**src/rtl/rtc_time_core_if.sv**
```systemverilog
// Bus bundle for the time-of-day core: edit/preset controls in, display fields out.
interface rtc_time_core_if;
    logic       time_set;
    logic       inc_hr;
    logic       dec_hr;
    logic       inc_min;
    logic       dec_min;
    logic       load;
    logic [4:0] load_h;
    logic [5:0] load_m;
    logic [5:0] load_s;
    logic [5:0] outh;
    logic [5:0] outm;
    logic [5:0] outs;
    logic       pm;
    logic       set_mode;
    logic       day_pulse;

    modport master (
        output time_set, inc_hr, dec_hr, inc_min, dec_min, load, load_h, load_m, load_s,
        input  outh, outm, outs, pm, set_mode, day_pulse
    );

    modport slave (
        input  time_set, inc_hr, dec_hr, inc_min, dec_min, load, load_h, load_m, load_s,
        output outh, outm, outs, pm, set_mode, day_pulse
    );
endinterface

```
**src/rtl/rtc_time_core.sv**
```systemverilog
// Hours/minutes/seconds counter with prescaler, edit mode with per-field inc/dec,
// direct preset load, 12/24-hour display and a midnight rollover pulse.
module rtc_time_core #(
    parameter int TICKS_PER_SEC    = 1,
    parameter int HOUR_24          = 1,
    parameter int CLEAR_SEC_ON_SET = 1
) (
    input  logic           clk_1hz,
    input  logic           rst,
    rtc_time_core_if.slave bus
);
    localparam int PW = (TICKS_PER_SEC > 1) ? $clog2(TICKS_PER_SEC) : 1;
    localparam logic [PW-1:0] P_LAST = PW'(TICKS_PER_SEC - 1);

    logic [4:0]    h_reg, h_next;
    logic [5:0]    m_reg, m_next;
    logic [5:0]    s_reg, s_next;
    logic [PW-1:0] p_reg, p_next;
    logic          roll_reg, roll_next;
    logic          ts_prev_reg;
    logic [3:0]    btn_prev_reg;
    logic [3:0]    btn;
    logic [3:0]    btn_edge;
    logic [5:0]    disp_h;

    logic [5:0] outh_reg, outm_reg, outs_reg;
    logic       pm_reg, day_pulse_reg;

    // Button order: [3]=inc_hr [2]=dec_hr [1]=inc_min [0]=dec_min
    assign btn = {bus.inc_hr, bus.dec_hr, bus.inc_min, bus.dec_min};

    generate
        for (genvar gi = 0; gi < 4; gi++) begin : g_edge
            assign btn_edge[gi] = btn[gi] & ~btn_prev_reg[gi];
        end
    endgenerate

    always_comb begin
        h_next    = h_reg;
        m_next    = m_reg;
        s_next    = s_reg;
        p_next    = p_reg;
        roll_next = 1'b0;
        if (bus.load) begin
            h_next = (bus.load_h > 5'd23) ? 5'd23 : bus.load_h;
            m_next = (bus.load_m > 6'd59) ? 6'd59 : bus.load_m;
            s_next = (bus.load_s > 6'd59) ? 6'd59 : bus.load_s;
            p_next = '0;
        end else if (bus.time_set) begin
            p_next = '0;
            if ((CLEAR_SEC_ON_SET != 0) && !ts_prev_reg)
                s_next = 6'd0;
            // Simultaneous inc and dec on one field cancel out
            case (btn_edge[3:2])
                2'b10:   h_next = (h_reg == 5'd23) ? 5'd0 : h_reg + 5'd1;
                2'b01:   h_next = (h_reg == 5'd0) ? 5'd23 : h_reg - 5'd1;
                default: h_next = h_reg;
            endcase
            case (btn_edge[1:0])
                2'b10:   m_next = (m_reg == 6'd59) ? 6'd0 : m_reg + 6'd1;
                2'b01:   m_next = (m_reg == 6'd0) ? 6'd59 : m_reg - 6'd1;
                default: m_next = m_reg;
            endcase
        end else if (p_reg == P_LAST) begin
            p_next = '0;
            if (s_reg == 6'd59) begin
                s_next = 6'd0;
                if (m_reg == 6'd59) begin
                    m_next = 6'd0;
                    if (h_reg == 5'd23) begin
                        h_next    = 5'd0;
                        roll_next = 1'b1;
                    end else begin
                        h_next = h_reg + 5'd1;
                    end
                end else begin
                    m_next = m_reg + 6'd1;
                end
            end else begin
                s_next = s_reg + 6'd1;
            end
        end else begin
            p_next = p_reg + PW'(1);
        end
    end

    always_comb begin
        disp_h = {1'b0, h_reg};
        if (HOUR_24 == 0) begin
            if (h_reg == 5'd0 || h_reg == 5'd12)
                disp_h = 6'd12;
            else if (h_reg > 5'd12)
                disp_h = {1'b0, h_reg - 5'd12};
        end
    end

    always_ff @(posedge clk_1hz) begin
        if (rst) begin
            h_reg         <= 5'd0;
            m_reg         <= 6'd0;
            s_reg         <= 6'd0;
            p_reg         <= '0;
            roll_reg      <= 1'b0;
            ts_prev_reg   <= 1'b0;
            btn_prev_reg  <= 4'd0;
            outh_reg      <= (HOUR_24 != 0) ? 6'd0 : 6'd12;
            outm_reg      <= 6'd0;
            outs_reg      <= 6'd0;
            pm_reg        <= 1'b0;
            day_pulse_reg <= 1'b0;
        end else begin
            h_reg         <= h_next;
            m_reg         <= m_next;
            s_reg         <= s_next;
            p_reg         <= p_next;
            roll_reg      <= roll_next;
            ts_prev_reg   <= bus.time_set;
            btn_prev_reg  <= btn;
            // Display follows the state one cycle later, pulse aligned with 00:00:00
            outh_reg      <= disp_h;
            outm_reg      <= m_reg;
            outs_reg      <= s_reg;
            pm_reg        <= (h_reg >= 5'd12);
            day_pulse_reg <= roll_reg;
        end
    end

    assign bus.outh      = outh_reg;
    assign bus.outm      = outm_reg;
    assign bus.outs      = outs_reg;
    assign bus.pm        = pm_reg;
    assign bus.set_mode  = ts_prev_reg;
    assign bus.day_pulse = day_pulse_reg;
endmodule

```
**src/flat_wrapper.sv**
```systemverilog
// flat-port wrapper written by rule: the top's interface ports become plain ports
module rtc_time_core_flat 
#(
    parameter int TICKS_PER_SEC    = 1,
    parameter int HOUR_24          = 1,
    parameter int CLEAR_SEC_ON_SET = 1
)
  (clk_1hz, rst, bus_time_set, bus_inc_hr, bus_dec_hr, bus_inc_min, bus_dec_min, bus_load, bus_load_h, bus_load_m, bus_load_s, bus_outh, bus_outm, bus_outs, bus_pm, bus_set_mode, bus_day_pulse);
  rtc_time_core_if bus_i ();
  input  logic clk_1hz;
  input  logic rst;
  input wire logic [$bits(bus_i.time_set)-1:0] bus_time_set;
  input wire logic [$bits(bus_i.inc_hr)-1:0] bus_inc_hr;
  input wire logic [$bits(bus_i.dec_hr)-1:0] bus_dec_hr;
  input wire logic [$bits(bus_i.inc_min)-1:0] bus_inc_min;
  input wire logic [$bits(bus_i.dec_min)-1:0] bus_dec_min;
  input wire logic [$bits(bus_i.load)-1:0] bus_load;
  input wire logic [$bits(bus_i.load_h)-1:0] bus_load_h;
  input wire logic [$bits(bus_i.load_m)-1:0] bus_load_m;
  input wire logic [$bits(bus_i.load_s)-1:0] bus_load_s;
  output wire logic [$bits(bus_i.outh)-1:0] bus_outh;
  output wire logic [$bits(bus_i.outm)-1:0] bus_outm;
  output wire logic [$bits(bus_i.outs)-1:0] bus_outs;
  output wire logic [$bits(bus_i.pm)-1:0] bus_pm;
  output wire logic [$bits(bus_i.set_mode)-1:0] bus_set_mode;
  output wire logic [$bits(bus_i.day_pulse)-1:0] bus_day_pulse;
  assign bus_i.time_set = bus_time_set;
  assign bus_i.inc_hr = bus_inc_hr;
  assign bus_i.dec_hr = bus_dec_hr;
  assign bus_i.inc_min = bus_inc_min;
  assign bus_i.dec_min = bus_dec_min;
  assign bus_i.load = bus_load;
  assign bus_i.load_h = bus_load_h;
  assign bus_i.load_m = bus_load_m;
  assign bus_i.load_s = bus_load_s;
  assign bus_outh = bus_i.outh;
  assign bus_outm = bus_i.outm;
  assign bus_outs = bus_i.outs;
  assign bus_pm = bus_i.pm;
  assign bus_set_mode = bus_i.set_mode;
  assign bus_day_pulse = bus_i.day_pulse;
  rtc_time_core #(.TICKS_PER_SEC(TICKS_PER_SEC), .HOUR_24(HOUR_24), .CLEAR_SEC_ON_SET(CLEAR_SEC_ON_SET)) u_core (.clk_1hz(clk_1hz), .rst(rst), .bus(bus_i));
endmodule
```
**config.mk**
```make
export PLATFORM = sky130hd
export DESIGN_NAME = rtc_time_core_flat
export DESIGN_NICKNAME = d
export VERILOG_FILES = /design/src/rtl/rtc_time_core_if.sv /design/src/rtl/rtc_time_core.sv /design/src/flat_wrapper.sv
export SDC_FILE = /design/constraint.sdc
export NUM_CORES = 1
export LEC_CHECK = 0
export ABC_AREA = 1
export CAP_MARGIN = 20
export CORE_MARGIN = 8
export CORE_UTILIZATION = 35
export CTS_CLUSTER_DIAMETER = 200
export DETAILED_ROUTE_END_ITERATION = 8
export SETUP_SLACK_MARGIN = 0.3
export SKIP_CTS_REPAIR_TIMING = 1
export SLEW_MARGIN = 20
export SYNTH_ARGS = -nofsm -noshare
export SYNTH_HDL_FRONTEND = slang
export SYNTH_SLANG_ARGS = --single-unit
```
**constraint.sdc**
```tcl
create_clock -name clk_1hz -period 1.8 [get_ports clk_1hz]
set_clock_uncertainty 0.05 [all_clocks]
set_input_delay 0.36 -clock clk_1hz [delete_from_list [all_inputs] [get_ports clk_1hz]]
set_output_delay 0.36 -clock clk_1hz [all_outputs]
set_load 0.05 [all_outputs]
```
==> metrics.md, run 1 <==
| Metric | Value |
|---|---|
| # nets final | `452` |
| Hpwl dp | `4620 um` |
| Row cnt | `29` |
| Max clock buf depth | `2` |
| Worst-Skew Late Latency | `0.29 ns` |
| Mux contribution to synthesized area | `0%` |
| Design area | `3280 um2` |
| Drt first pass iters | `4` |
| Wire per inst | `12.6 um` |
| Distinct cells, synth | `29` |
| Synth area leaders | `dfxtp_1 38%, nand2_1 14%, nor2_1 9.5%, inv_1 7.6%, nand3_1 7.0%` |
| Slowest CP cell | `dfxtp_1` |
| Clk sink count | `43` |
| Reg clk slew, reported paths | `0.09 ns` |
| Placed inst area | `2920 um2` |
| H-tree Lvls | `2` |
| Startpoint types | `flip-flop` |
| Synth Area in Compound Gates | `9.69%` |
| Core Area | `6350 um2` |
| Ant. Diodes | `0` |
| Ordered list of cells on the worst path | `or2_4 -> ha_4 -> inv_4 -> nor2_4 -> a21oi_4 -> nand2_4 -> inv_2 -> nand3_2 -> nand2_1` |
| Top delay family on crit path | `simple AND/OR/NAND/NOR gates` |
| Die width | `96.8 um` |
| Post-Synth XOR/XNOR Area | `3.07%` |
| Post-route ant nets | `0` |
| Placer Congestion | `0.929` |
| Most frequent cells in the layout | `77 x nand2_1, 48 x nor2_1, 44 x buf_4` |
| Area leader, netlist | `dfxtp_1` |
| Slowest stage delay, CP | `0.31 ns` |
| Flop and latch count out of synthesis | `43` |
| Drt via density | `4.76` |
| Layout cells sized above 1 | `26.6%` |
| Area delta synth->final | `43.4%` |
| CTS tree | `yes` |
| GRT Total Usage | `12.9%` |
| Critical path class | `flip-flop to flip-flop` |
| Final setup vio count | `0` |
| Iter 0 DRT Violations | `94` |
| CP Buf/Inv Count | `2` |
| Die height | `96.8 um` |
| Final Hold Vio Count | `0` |
| Maximum number of pins on one net before global-route repair | `17` |
| PortBufs | `44` |
| Final cell count without fillers | `495` |
| Simple-gate area share of the yosys netlist | `34.3%` |
| Clock root cell | `clkbuf_8` |
| Max Fclk | `681 MHz` |
| Crit path capture type | `flip-flop` |
| Via count | `2357` |
| Data required, critical path | `1.99 ns` |
| Placed Cells | `482` |
| Initial antenna violation count | `0` |
| VDD IR max | `0.365 mV` |
| Initial Utilization | `36.0%` |
| Worst hold margin | `0.271 ns` |
| Die ar. | `9370 um2` |
| Outcome | `finished clean` |
| Count of final max-slew check failures | `0` |
| Cells after Synth | `348` |
| Yosys Warn Count | `0` |
| Routed WL | `6260 um` |
| Top-area cell type share of the netlist area | `37.7%` |
| Synthesized cell area | `2290 um2` |
| Final period util | `81.5%` |
| CP arrival | `1.66 ns` |
| Main combinational cell family by area after synthesis | `simple AND/OR/NAND/NOR gates` |
| Filler cell count | `639` |
| First-pass GRT wire length | `10400 um` |
| Leakage power | `1.61 nW` |
| Avg Cell Area, Syn | `6.57 um2` |
| Minimum clock period | `1.47 ns` |
| Overall Power | `2.56 mW` |
| Setup TNS | `0 ns` |
| Seq/Total Area, Yosys | `37.7%` |
| Type of the tightest min-delay check | `input pin to flip-flop` |
| Total global routing overflow | `0` |
| Num CTS Buffers | `5` |
| Vias in the first global route | `2267` |
| Remaining DRCs | `0` |
| Max cap viols | `0` |
| Commonest non-fill, non-tap cell in the layout | `nand2_1` |
| CP max FO | `5` |
| Io pins | `46` |
| PwrDens | `782 nW/um2` |
| Unrepaired setup endpoints after global routing | `yes` |
| Adder-cell share of the synthesized area | `4.93%` |
[path summary, 6_finish.rpt]
kind                          start  slack (ns)                     end  cells past startpoint
max          u_core.btn_prev_reg[3]        0.33         u_core.h_reg[3]                      9
min                     bus_inc_min        0.27  u_core.btn_prev_reg[1]                      3
max reg2reg  u_core.btn_prev_reg[3]        0.33         u_core.h_reg[3]                      9
min reg2reg         u_core.roll_reg        0.37    u_core.bus.day_pulse                      2
[cell type report]
type,count,area (um2),area share [%]
Timing Repair Buffer,70,608,18.5
Inverter,50,196,5.99
Tap cell,77,96.3,2.94
Clock inverter,1,30.0,0.916
Sequential cell,43,882,26.9
Clock buffer,6,72.6,2.21
Multi-Input combinational cell,248,1390,42.5
[stage by stage]
step / utilization, % / setup slack (ns)
after floorplan: - / 0.302
after global placement: 45.9 / -0.336
after detailed placement: 45.9 / -0.341
after CTS: 47.5 / -0.0430
after global routing: 51.6 / 0.257
final: 51.6 / 0.332
[tightest hold or removal path, stage by stage]
cell,delay [ns]
dlymetal6s2s_1,0.10
inv_2,0.04
nor2_1,0.07
[per-layer routing]
metal  vias to the layer above  wire, um  track usage, %  part of all wire [%]
li1                       1226         -               -                     -
met1                      1071      2930            15.7                    47
met2                        54      2990            21.4                    48
met3                         6       264            3.20                   4.2
met4                         0        76            4.26                   1.2
met5                         -         0               0                     0
[kinds of logic after synthesis]
logic type	after synthesis
flops	43
other cells	1
buf+inv	59
simple gates	188
fa+ha+maj	9
xor+xnor	8
compound gates	40
[power by group]
group | leakage [nW] | internal [mW] | total [mW] | switching (mW)
registers | 0.358 | 1.03 | 1.10 | 0.0715
logic | 1.20 | 0.309 | 0.748 | 0.439
clock network | 0.0513 | 0.407 | 0.720 | 0.313
[synthesized netlist by cell type]
| master | number |
|---|---|
| a31oi_1 | 1 |
| xor2_1 | 7 |
| nand3_1 | 32 |
| nand3_2 | 1 |
| xnor2_1 | 1 |
| nor3_1 | 2 |
| a21oi_1 | 17 |
| nor2_2 | 2 |
| clkinv_1 | 1 |
| nor2_1 | 58 |
| o21ai_1 | 2 |
| dfxtp_1 | 43 |
| nand2_2 | 3 |
| or2_2 | 2 |
| buf_2 | 2 |
| clkinv_2 | 1 |
| o21bai_1 | 2 |
| o21ai_4 | 1 |
| nand2_1 | 83 |
| clkbuf_1 | 5 |
| inv_2 | 2 |
| o21ai_0 | 15 |
| o31ai_1 | 1 |
| conb_1 | 1 |
| ha_1 | 9 |
| inv_1 | 46 |
| buf_4 | 2 |
| o22ai_1 | 1 |
| nand4_1 | 5 |
Power figures use the tool's default switching activity.
==> inputs of run 2 (changes only) <==
==> constraint.sdc (replaced) <==
create_clock -name clk_1hz -period 1.3 [get_ports clk_1hz]
set_clock_uncertainty 0.05 [all_clocks]
set_input_delay 0.26 -clock clk_1hz [delete_from_list [all_inputs] [get_ports clk_1hz]]
set_output_delay 0.26 -clock clk_1hz [all_outputs]
set_load 0.05 [all_outputs]
==> run 2 against run 1 <==
The run now ends with negative setup slack left; highest routed layer unchanged; clock-buffer cell count up 1; hold slack worse by 0.11 ns; largest cell class unchanged; sequential power up 40%; critical endpoint is now u_core.m_reg[2]; register-to-register slack worse by 0.49 ns.
==> metrics.md, run 2 (synthesized netlist as in run 1, its figures left out) <==
| Metric | Value |
|---|---|
| Pre-CTS worst setup slack | `-0.727 ns` |
| Area delta synth->final | `73.7%` |
| Ordered list of cells on the worst path | `ha_4 -> inv_2 -> nor2_1 -> nand2_1 -> nand2_2 -> nand4_1 -> buf_6 -> o21ai_1 -> nand2_1 -> inv_1` |
| # nets final | `487` |
| Drt via density | `4.72` |
| Placer Congestion | `0.919` |
| Crit path capture type | `flip-flop` |
| Vias in the first global route | `2388` |
| Die ar. | `9370 um2` |
| Max Fclk | `684 MHz` |
| PortBufs | `44` |
| Top delay family on crit path | `simple AND/OR/NAND/NOR gates` |
| Io pins | `46` |
| Final cell count without fillers | `531` |
| CTS tree | `yes` |
| GRT Total Usage | `13.5%` |
| VDD IR max | `0.683 mV` |
| Iter 0 DRT Violations | `143` |
| Layout cells sized above 1 | `41.4%` |
| Hpwl dp | `4960 um` |
| H-tree Lvls | `2` |
| PwrDens | `1010 nW/um2` |
| Row cnt | `29` |
| Count of final max-slew check failures | `0` |
| Num CTS Buffers | `5` |
| Slowest stage delay, CP | `0.36 ns` |
| Filler cell count | `519` |
| Worst-Skew Late Latency | `0.30 ns` |
| Final setup margin | `-0.162 ns` |
| Final period util | `112%` |
| Commonest non-fill, non-tap cell in the layout | `nand2_1` |
| Violated checks | `negative setup slack` |
| Die width | `96.8 um` |
| Data required, critical path | `1.49 ns` |
| Unrepaired setup endpoints after global routing | `yes` |
| Clk sink count | `43` |
| Initial Utilization | `36.0%` |
| Routed WL | `6980 um` |
| Leakage power | `1.89 nW` |
| Via count | `2506` |
| Final Hold Vio Count | `0` |
| CP max FO | `6` |
| Post-route ant nets | `0` |
| Outcome | `finished with violations` |
| Max cap viols | `0` |
| Reg clk slew, reported paths | `0.08 ns` |
| Minimum clock period | `1.46 ns` |
| Die height | `96.8 um` |
| Crit-path most repeated cell | `nand2_1` |
| Startpoint types | `flip-flop` |
| Type of the tightest min-delay check | `input pin to flip-flop` |
| Setup TNS | `-1.86 ns` |
| CP Buf/Inv Count | `3` |
| Remaining DRCs | `0` |
| Critical path class | `flip-flop to flip-flop` |
| Overall Power | `4.02 mW` |
| Maximum number of pins on one net before global-route repair | `19` |
| Ant. Diodes | `0` |
| CP arrival | `1.65 ns` |
| Drt first pass iters | `4` |
| Core Area | `6350 um2` |
| Total global routing overflow | `0` |
| Final setup vio count | `16` |
| Clock root cell | `clkbuf_8` |
| Slowest CP cell | `dfxtp_2` |
| Most frequent cells in the layout | `77 x nand2_1, 50 x buf_4, 47 x nor2_1` |
| Initial antenna violation count | `0` |
| Placed Cells | `513` |
| Max clock buf depth | `2` |
| Wire per inst | `13.1 um` |
| First-pass GRT wire length | `10800 um` |
-- run 2: cell types whose count changed in the layout (fill, tap and decap cells not counted), sizes merged --
cell and change:
dlymetal6s2s -2, buf +35, clkbuf +3
-- run 2: metal layers --
layer | GRT usage, % | up-vias | wire, um
li1 | - | 1299 | -
met1 | 16.7 | 1120 | 3040
met2 | 21.3 | 72 | 3410
met4 | 5.80 | 0 | 157
met5 | 0 | - | 0
met3 | 3.49 | 15 | 376
-- run 2: power by group --
group / leakage (nW) / switching, mW / internal (mW)
clock network: 0.0636 / 0.478 / 0.691
logic: 1.46 / 0.685 / 0.633
registers: 0.366 / 0.110 / 1.43
-- run 2: final timing paths --
check / from / to / slack [ns] / cells after the start
worst max register to register: u_core.s_reg[1] / u_core.m_reg[2] / -0.16 / 10
worst min register to register: u_core.roll_reg / u_core.bus.day_pulse / 0.36 / 2
worst min-delay path: bus_inc_min / u_core.btn_prev_reg[1] / 0.16 / 3
worst max-delay path: u_core.s_reg[1] / u_core.m_reg[2] / -0.16 / 10
-- run 2: area by class of cell --
cell class	instances	area, um2	share of cell area (%)
Clock inverter	1	30.0	0.756
Multi-Input combinational cell	248	1490	37.5
Timing Repair Buffer	105	1140	28.7
Clock buffer	7	97.6	2.46
Inverter	50	210	5.29
Sequential cell	43	906	22.8
Tap cell	77	96.3	2.43
-- run 2: per-stage QoR --
stage | instance area (um2) | hold WS [ns] | util [%]
4_1_cts | 3620 | 0.366 | 56.9
2_1_floorplan | 2420 | 0.294 | -
3_5_place_dp | 3490 | 0.352 | 54.9
3_3_place_gp | 3490 | 0.353 | 54.9
5_1_grt | 3970 | 0.182 | 62.5
6_report | 3970 | 0.165 | 62.5
-- run 2: worst min-delay path: cells and delay by family --
family | cells | cell delay, ns
simple gates | 1 | 0.08
buf+inv | 2 | 0.13
